## src/rtl/axis_video_tx_pkg.sv

```systemverilog
// Shared types for the AXI4-Stream video frame transmitter and its output buffer.
package axis_video_tx_pkg;

  typedef enum logic [1:0] {
    ST_IDLE  = 2'd0,
    ST_READ  = 2'd1,
    ST_BLANK = 2'd2,
    ST_DRAIN = 2'd3
  } tx_state_e;

  typedef struct packed {
    logic tuser;
    logic tlast;
  } beat_side_t;

  localparam int SIDE_W = $bits(beat_side_t);

  function automatic beat_side_t make_side(input logic first, input logic last);
    beat_side_t s;
    s.tuser = first;
    s.tlast = last;
    return s;
  endfunction

endpackage

```

## src/rtl/axis_skid_buffer.sv

```systemverilog
// Two-entry stream buffer; the writer must only push when it knows a slot will be free.
module axis_skid_buffer #(
  parameter int W = 34
) (
  input  logic         clk,
  input  logic         rst_n,
  input  logic         s_valid,
  input  logic [W-1:0] s_data,
  output logic         m_valid,
  input  logic         m_ready,
  output logic [W-1:0] m_data,
  output logic [1:0]   level
);

  logic [W-1:0] slot [2];
  logic         wr_ptr;
  logic         rd_ptr;
  logic         pop;

  assign m_valid = (level != 2'd0);
  assign pop     = m_valid & m_ready;
  // Head slot is not rewritten until popped, so data stays stable during a stall.
  assign m_data  = slot[rd_ptr];

  always_ff @(posedge clk or negedge rst_n) begin
    if (!rst_n) begin
      slot[0] <= '0;
      slot[1] <= '0;
      wr_ptr  <= 1'b0;
      rd_ptr  <= 1'b0;
      level   <= 2'd0;
    end else begin
      if (s_valid) begin
        slot[wr_ptr] <= s_data;
        wr_ptr       <= ~wr_ptr;
      end
      if (pop) begin
        rd_ptr <= ~rd_ptr;
      end
      level <= level + {1'b0, s_valid} - {1'b0, pop};
    end
  end

endmodule

```

## src/rtl/axis_video_frame_tx.sv

```systemverilog
// Reads one frame from a sync-read RAM in raster order and emits it as AXI4-Stream video.
//   state | meaning
//   IDLE  | waiting for i_start
//   READ  | issuing RAM reads while buffer space allows
//   BLANK | horizontal blanking between lines, no reads
//   DRAIN | all reads issued, waiting for the last beat to leave
module axis_video_frame_tx
  import axis_video_tx_pkg::*;
#(
  parameter int N       = 32,
  parameter int HEIGHT  = 355,
  parameter int WIDTH   = 355,
  parameter int ADDR_W  = 17,
  parameter int H_BLANK = 0
) (
  input  logic              i_sys_clk,
  input  logic              i_sys_aresetn,
  input  logic              i_start,
  output logic              o_busy,
  output logic              o_frame_done,
  output logic              o_mem_rd_en,
  output logic [ADDR_W-1:0] o_mem_addr,
  input  logic [N-1:0]      i_mem_rd_data,
  output logic [N-1:0]      o_video_tdata,
  output logic              o_video_tvalid,
  input  logic              i_video_tready,
  output logic              o_video_tlast,
  output logic              o_video_tuser
);

  localparam int PIX_W  = (WIDTH > 1) ? $clog2(WIDTH) : 1;
  localparam int LINE_W = (HEIGHT > 1) ? $clog2(HEIGHT) : 1;
  localparam int BLK_W  = (H_BLANK > 1) ? $clog2(H_BLANK) : 1;
  localparam logic [BLK_W-1:0] BLK_LOAD = BLK_W'((H_BLANK > 0) ? H_BLANK - 1 : 0);

  tx_state_e         state;
  logic [PIX_W-1:0]  pix;
  logic [LINE_W-1:0] line;
  logic [BLK_W-1:0]  blank_cnt;
  logic [ADDR_W-1:0] addr;
  logic              in_flight;
  beat_side_t        side_q;
  beat_side_t        side_now;
  beat_side_t        head_side;

  logic [1:0]        level;
  logic              buf_valid;
  logic              pop;
  logic [2:0]        occ;
  logic              rd_en;
  logic              pix_last;
  logic              line_last;
  logic [N+1:0]      head_data;

  assign pix_last  = (pix == PIX_W'(WIDTH - 1));
  assign line_last = (line == LINE_W'(HEIGHT - 1));
  assign side_now  = make_side((pix == '0) && (line == '0), pix_last);

  // Occupancy counted after this cycle's handshake, so a beat leaving now frees
  // its slot for a read issued now; this keeps 1 beat/clock with a 2-entry buffer.
  assign pop   = buf_valid & i_video_tready;
  assign occ   = {1'b0, level} + {2'b0, in_flight} - {2'b0, pop};
  assign rd_en = (state == ST_READ) && (occ < 3'd2);

  assign o_mem_rd_en = rd_en;
  assign o_mem_addr  = addr;

  always_ff @(posedge i_sys_clk or negedge i_sys_aresetn) begin
    if (!i_sys_aresetn) begin
      state        <= ST_IDLE;
      pix          <= '0;
      line         <= '0;
      blank_cnt    <= '0;
      addr         <= '0;
      in_flight    <= 1'b0;
      side_q       <= '0;
      o_busy       <= 1'b0;
      o_frame_done <= 1'b0;
    end else begin
      in_flight    <= rd_en;
      o_frame_done <= 1'b0;
      if (rd_en) begin
        side_q <= side_now;
      end
      case (state)
        ST_IDLE: begin
          if (i_start) begin
            state  <= ST_READ;
            o_busy <= 1'b1;
            pix    <= '0;
            line   <= '0;
            addr   <= '0;
          end
        end
        ST_READ: begin
          if (rd_en) begin
            addr <= addr + ADDR_W'(1);
            if (pix_last) begin
              pix <= '0;
              if (line_last) begin
                line  <= '0;
                state <= ST_DRAIN;
              end else begin
                line <= line + LINE_W'(1);
                if (H_BLANK > 0) begin
                  state     <= ST_BLANK;
                  blank_cnt <= BLK_LOAD;
                end
              end
            end else begin
              pix <= pix + PIX_W'(1);
            end
          end
        end
        ST_BLANK: begin
          if (blank_cnt == '0) begin
            state <= ST_READ;
          end else begin
            blank_cnt <= blank_cnt - BLK_W'(1);
          end
        end
        ST_DRAIN: begin
          // occ==0: nothing in flight and the last stored beat leaves this cycle.
          if (occ == 3'd0) begin
            state        <= ST_IDLE;
            o_busy       <= 1'b0;
            o_frame_done <= 1'b1;
          end
        end
        default: state <= ST_IDLE;
      endcase
    end
  end

  axis_skid_buffer #(
    .W (N + SIDE_W)
  ) u_skid (
    .clk     (i_sys_clk),
    .rst_n   (i_sys_aresetn),
    .s_valid (in_flight),
    .s_data  ({side_q, i_mem_rd_data}),
    .m_valid (buf_valid),
    .m_ready (i_video_tready),
    .m_data  (head_data),
    .level   (level)
  );

  assign head_side      = beat_side_t'(head_data[N+1:N]);
  assign o_video_tdata  = head_data[N-1:0];
  assign o_video_tvalid = buf_valid;
  assign o_video_tlast  = buf_valid & head_side.tlast;
  assign o_video_tuser  = buf_valid & head_side.tuser;

endmodule

```

## config.mk

```make
export PLATFORM = sky130hd
export DESIGN_NAME = axis_video_frame_tx
export DESIGN_NICKNAME = d
export VERILOG_FILES = /design/src/rtl/axis_video_tx_pkg.sv /design/src/rtl/axis_skid_buffer.sv /design/src/rtl/axis_video_frame_tx.sv
export SDC_FILE = /design/constraint.sdc
export NUM_CORES = 1
export LEC_CHECK = 0
export BUFFER_PORTS_ARGS = -buffer_cell sky130_fd_sc_hd__buf_4
export CAP_MARGIN = 20
export CELL_PAD_IN_SITES_DETAIL_PLACEMENT = 0
export CELL_PAD_IN_SITES_GLOBAL_PLACEMENT = 1
export CORE_MARGIN = 2
export CORE_UTILIZATION = 30
export CTS_CLUSTER_DIAMETER = 60
export CTS_CLUSTER_SIZE = 25
export DETAILED_ROUTE_END_ITERATION = 8
export GPL_TIMING_DRIVEN = 0
export PLACE_DENSITY_LB_ADDON = 0.1
export RECOVER_POWER = 50
export SLEW_MARGIN = 40
export SYNTH_ARGS = -nofsm -noshare
export SYNTH_HDL_FRONTEND = slang
export SYNTH_SLANG_ARGS = --single-unit
```

## constraint.sdc

```tcl
create_clock -name i_sys_clk -period 5.45 [get_ports i_sys_clk]
set_input_delay 0.2725 -clock i_sys_clk [delete_from_list [all_inputs] [get_ports i_sys_clk]]
set_output_delay 0.2725 -clock i_sys_clk [all_outputs]
set_load 0.1 [all_outputs]
```

==> results.md, run 1 <==
* Outcome: finished with violations
* Violations in the final reports: capacitance limit, slew limit
* Global-route total usage across every layer at 0.1391
* Crit path capture type: primary output
* Final nets at 607
* Cells after Synth at 450
* Clock skew at 12.73 ps
* GPL Wtd Cong at 0.7636
* Final cell count without fillers at 803
* Vias in the first global route at 3,989
* Worst-Margin Slew at 3118 ps
* Syn avg cell area at 12.04 um2
* Slew Limit Fails at 54
* Area of the core at 17,840 um2
* Root buf cell: clkbuf_16
* Grt total ovfl at 0
* Worst-Skew Late Latency at 420 ps
* Share of cells above drive strength 1 at 0.3693
* Min cycle time layout at 3858 ps
* DR vias at 3,930
* Top Ports at 91
* Syn Nets at 496
* Antenna-violating nets left at 0
* Seq/Total Area, Yosys at 0.5264
* Post-synth EDFFs at 0
* M1 GR Usage at 0.1901
* Die span in x at 138.4 um
* PortBufs at 90
* Initial antenna violation count at 0
* Final period util at 0.7078
* Fin. Hold Viols at 0
* Max Cap Viol at 1
* Final setup viols at 0
* Number of buffers created by CTS at 17
* N_diodes at 0
* CTS H-tree depth at 4
* Dpl hpwl at 8.853 mm
* YS warnings at 0
* Worst Setup Start Kind: register
* Area of the multi-input gates at 2421 um2
* Mapped Area at 5419 um2
* Yosys cell types at 45
* Required @ worst endpoint at 5180 ps
* Ys flop type: dfrtp_1
* Via density at 4.894
* Total length of routed wires at 12.83 mm
* Initial Utilization at 0.3037
* GRT busiest layer: met2
* Most common cell after layout, fill and taps aside: dfrtp_1
* RSZ-0062 raised after global routing: false
* First-pass GRT wire length at 21.18 mm
* Worst Path Max Fanout at 7
* Bufs on Longest Clock Path at 2
* Slew margin rel. at -1.079
* Global Route met3 Usage at 0.03845
* Placed cell count at 770
* Setup TNS at 0 ps
* Wire per inst at 15.98 um
* Worst-path clk slew at 60 ps
* Arrival time worst endpoint at 3590 ps
* Detailed router's first-iteration violation count at 204
* Final core occ at 0.3898
* Area Overhead vs Synth at 28.33%
* Commonest cells after routing, fill and taps aside: dfrtp_1 (114), mux2_2 (101), buf_4 (72)
* Hold Path Class: in -> reg
* Met2 Resource Use GR at 0.2113
* Crit path kind: reg -> out
* Sink Count at 114
* Fmax at 0.2592 GHz
* DRC Markers at 0
* Die Area at 19,150 um2
* Fillers at 1,754
* Pre-Repair DR Iteration Count at 4
* Largest net degree at the start of global routing at 62
* Number of synthesized register bits at 114
* CTS tree: yes
* Ys async rst share at 1.000
* Die height at 138.4 um
* Num rows at 49
* Register area at 2853 um2
worst max-delay path, stage by stage (launching register included):
cell,delay [ps]
dfrtp_1,420
nor2_1,280
nor2b_1,150
ha_1,290
inv_1,40
ha_1,180
fa_1,530
nor3b_1,460
nand2_1,300
inv_1,200
buf_4,320
routing by layer:
layer | part of all wire | up-vias
met5 | 0 | -
met4 | 0.016 | 0
met3 | 0.041 | 13
met2 | 0.46 | 89
met1 | 0.48 | 1958
li1 | - | 1870
flip-flops by register name (all words and copies together) (netlist names):
signal	flops
o_busy	1
u_skid.level	2
side_q	2
line	9
u_skid.rd_ptr	1
in_flight	1
pix	9
state	2
u_skid.wr_ptr	1
o_frame_done	1
u_skid.slot	68
o_mem_addr	17
what timing repair did:
action,4_1_cts,5_1_grt
hold buffers,1,0
buffers inserted,0,0
resized for setup,0,0
hold endpoints to repair,53,0
stage by stage:
| step | instance area [um2] | worst slack [ps] | hold WS (ps) |
|---|---|---|---|
| floorplan | 5419 | 2110 | -23.09 |
| finish | 6954 | 1592 | 96.43 |
| global route | 6954 | 1240 | 79.60 |
| detailed placement | 6421 | 1653 | 227.4 |
| global placement | 6381 | 1720 | 478.2 |
| CTS | 7033 | 1533 | 81.98 |
synth_stat cells, types with 11 or more instances:
| master | count | area [um2] |
|---|---|---|
| mux2_2 | 101 | 1137 |
| dfrtp_1 | 114 | 2853 |
| nand2_1 | 23 | 86.33 |
| clkbuf_1 | 17 | 63.81 |
| o21ai_0 | 12 | 60.06 |
| inv_1 | 15 | 56.30 |
| o31ai_1 | 11 | 82.58 |
| a21oi_1 | 19 | 95.09 |
| nand3_1 | 18 | 90.09 |
| nor2_1 | 17 | 63.81 |
| or4_1 | 11 | 82.58 |
cell families (layout without fill, tap and decap cells):
kind of cell,after synthesis,after routing,share of synthesized area
AO/OA/AOI/OAI,58,58,0.06858
XOR/XNOR,8,8,0.01293
adder cells (fa/ha/maj),10,10,0.02448
buffers and inverters,37,161,0.02771
flip-flops,114,114,0.5264
multiplexers,105,105,0.2173
AND/OR/NAND/NOR,118,118,0.1226
worst paths after layout:
| check | from | endpoint | slack, ps | cells after the start |
|---|---|---|---|---|
| min reg2reg | u_skid.slot[30] | u_skid.slot[30] | 500 | 1 |
| min | i_mem_rd_data[11] | u_skid.slot[11] | 100 | 2 |
| min in group asynchronous | i_sys_aresetn | u_skid.slot[8] | 1420 | 2 |
| max in group asynchronous | i_sys_aresetn | pix[2] | 2240 | 2 |
| max | u_skid.level[1] | o_mem_rd_en | 1590 | 10 |
| max reg2reg | u_skid.level[1] | line[1] | 1650 | 11 |
layout make-up:
cell class	instances	share of cell area
clock buffers	18	0.06315
repair buffers	92	0.09230
inverters	15	0.008096
multi-input cells	299	0.3481
flip-flops and latches	114	0.4102
plain buffers	22	0.01349
well taps	229	0.04120
clock inverters	14	0.02339
Power of run 1 is not shown: default switching activity piles up to over one toggle a cycle in this logic, so the estimate is an artifact.
==> inputs of run 2 (changes only) <==
clock period = 3.3 ns   (was 5.45 ns; I/O delays follow)
==> run 2 against run 1 <==
The flow still finishes with violations (capacitance limit, slew limit). Worst hold slack improved by 28 ps. Non-clock buffer count is 38 higher. Routed wire length decreased by 0.51%. Critical endpoint is now line[7].
==> results.md, run 2 (synthesis results as in run 1) <==
* N_diodes at 0 (unchanged)
* Max FFs per register at 68 (unchanged)
* Bufs on Longest Clock Path at 2 (unchanged)
* Share of cells above drive strength 1 at 0.3699 (+0.0005475)
* DR vias at 4,041 (+2.8%)
* Commonest cells after routing, fill and taps aside: dfrtp_1 (113), mux2_2 (101), buf_4 (76)
* Crit path kind: reg -> reg
* CTS tree: yes
* Worst-Skew Late Latency at 410 ps (about the same)
* Final cell count without fillers at 840 (+4.6%)
* Total length of routed wires at 12.77 mm (-0.51%)
* Wire per inst at 15.20 um (-4.9%)
* RSZ-0062 raised after global routing: true
* Antenna-violating nets left at 0 (unchanged)
* Grt total ovfl at 0 (unchanged)
* First-pass GRT wire length at 21.40 mm (+1.0%)
* Dpl hpwl at 8.701 mm (-1.7%)
* Area Overhead vs Synth at 35.65%
* Final setup viols at 0 (unchanged)
* Pre-Repair DR Iteration Count at 4 (unchanged)
* Max Cap Viol at 1 (unchanged)
* Die Area at 19,150 um2 (unchanged)
* Worst Path Max Fanout at 6 (-1)
* Critical path origin: u_skid.level[0]
* Min cycle time layout at 3199 ps
* Worst Setup Start Kind: register
* Vias in the first global route at 4,107 (+3.0%)
* Fmax at 0.3126 GHz
* Final period util at 0.9693
* Placed cell count at 770 (unchanged)
* PortBufs at 90 (unchanged)
* GPL Wtd Cong at 0.7618 (-0.24%)
* Root buf cell: clkbuf_16
* Worst-path clk slew at 50 ps (about the same)
* Most common cell after layout, fill and taps aside: dfrtp_1
* Arrival time worst endpoint at 3530 ps (-60 ps)
* Register area at 2854 um2 (about the same)
* Global-route total usage across every layer at 0.1397 (+0.0006046)
* Sink Count at 114 (unchanged)
* Number of buffers created by CTS at 17 (unchanged)
* Fillers at 1,678 (-4.3%)
* DRC Markers at 0 (unchanged)
* Largest net degree at the start of global routing at 62 (unchanged)
* Num rows at 49 (unchanged)
* Slew Limit Fails at 55 (+1.9%)
* Area of the multi-input gates at 2475 um2 (+2.2%)
* Top Ports at 91 (unchanged)
* Via density at 4.811 (-1.7%)
* Worst r2r src: u_skid.level[0]
* Initial Utilization at 0.3037 (unchanged)
* Internal reg-to-reg setup slack at 100 ps (-1550 ps)
* Crit path capture type: register
* Clock skew at 8.973 ps (-3.756 ps)
* Worst R2R Path Depth at 10 (-1)
* Outcome: finished with violations
* Violations in the final reports: capacitance limit, slew limit
* Final nets at 645 (+6.3%)
* Setup TNS at 0 ps (unchanged)
* Min-delay src: i_video_tready
* Die span in x at 138.4 um (unchanged)
* CTS H-tree depth at 4 (unchanged)
* Die height at 138.4 um (unchanged)
* Hold Crit Depth at 3 (+1)
* Register with the most flip-flops: u_skid.slot
* Required @ worst endpoint at 3630 ps (-1550 ps)
* Fin. Hold Viols at 0 (unchanged)
* Hold Path Class: in -> reg
* Slew margin rel. at -0.6128 (+0.4660)
* Reg2reg end: line[7]
* Hold EP: u_skid.rd_ptr
* Area of the core at 17,840 um2 (unchanged)
* Detailed router's first-iteration violation count at 146 (-28%)
* Initial antenna violation count at 0 (unchanged)
* Worst-Margin Slew at 2419 ps (-698.9 ps)
[run 2: what timing repair did]
item	in CTS	in global routing
gates resized for setup	8	5
hold endpoints to repair	117	0
endpoints found under the setup margin	27	22
hold buffers	34	0
buffers inserted	4	3
pin swaps	4	4
[run 2: metal layers]
layer  wire [um]  track usage  vias to the layer above
met3         483      0.03741                       13
met2        5883       0.2142                       84
met1        6265       0.1919                     1998
met5           0            0                        -
li1            -            -                     1946
met4         134      0.04834                        0
[run 2: worst max-delay path, cell delays in order (launching register included)]
cell	delay (ps)
dfrtp_1	400
nor2_4	120
nor2b_2	60
ha_1	270
inv_1	40
ha_1	180
fa_2	480
or3b_4	410
or4_4	570
or4b_1	510
nand3_1	90
[run 2: cell type report]
class                   instances  area share
plain buffers                  21     0.01123
inverters                      15    0.007660
repair buffers                131      0.1365
well taps                     229     0.03898
flip-flops and latches        114      0.3883
clock inverters                11     0.01855
clock buffers                  20     0.06213
multi-input cells             299      0.3367
[run 2: metrics by stage]
step	instance area, um2	util	setup WS (ps)	hold slack (ps)
final	7351	0.4120	101.2	124.0
after global routing	7351	0.4120	-1.871	124.0
after CTS	7405	0.4150	12.76	102.5
after detailed placement	6424	0.3601	-363.7	115.5
after global placement	6384	0.3578	-339.8	406.6
after floorplan	5421	-	13.14	-130.6
[run 2: worst max path at each step]
| stage | end | depth (start not counted) | slack (ps) |
|---|---|---|---|
| 2_1_floorplan | line[7] | 11 | 10 |
| 3_3_place_gp | line[1] | 11 | -340 |
| 3_5_place_dp | line[1] | 11 | -360 |
| 4_1_cts | line[7] | 10 | 10 |
| 5_1_grt | line[7] | 10 | -2 |
| 6_report | line[7] | 10 | 100 |
Power of run 2 is left out for the same reason.
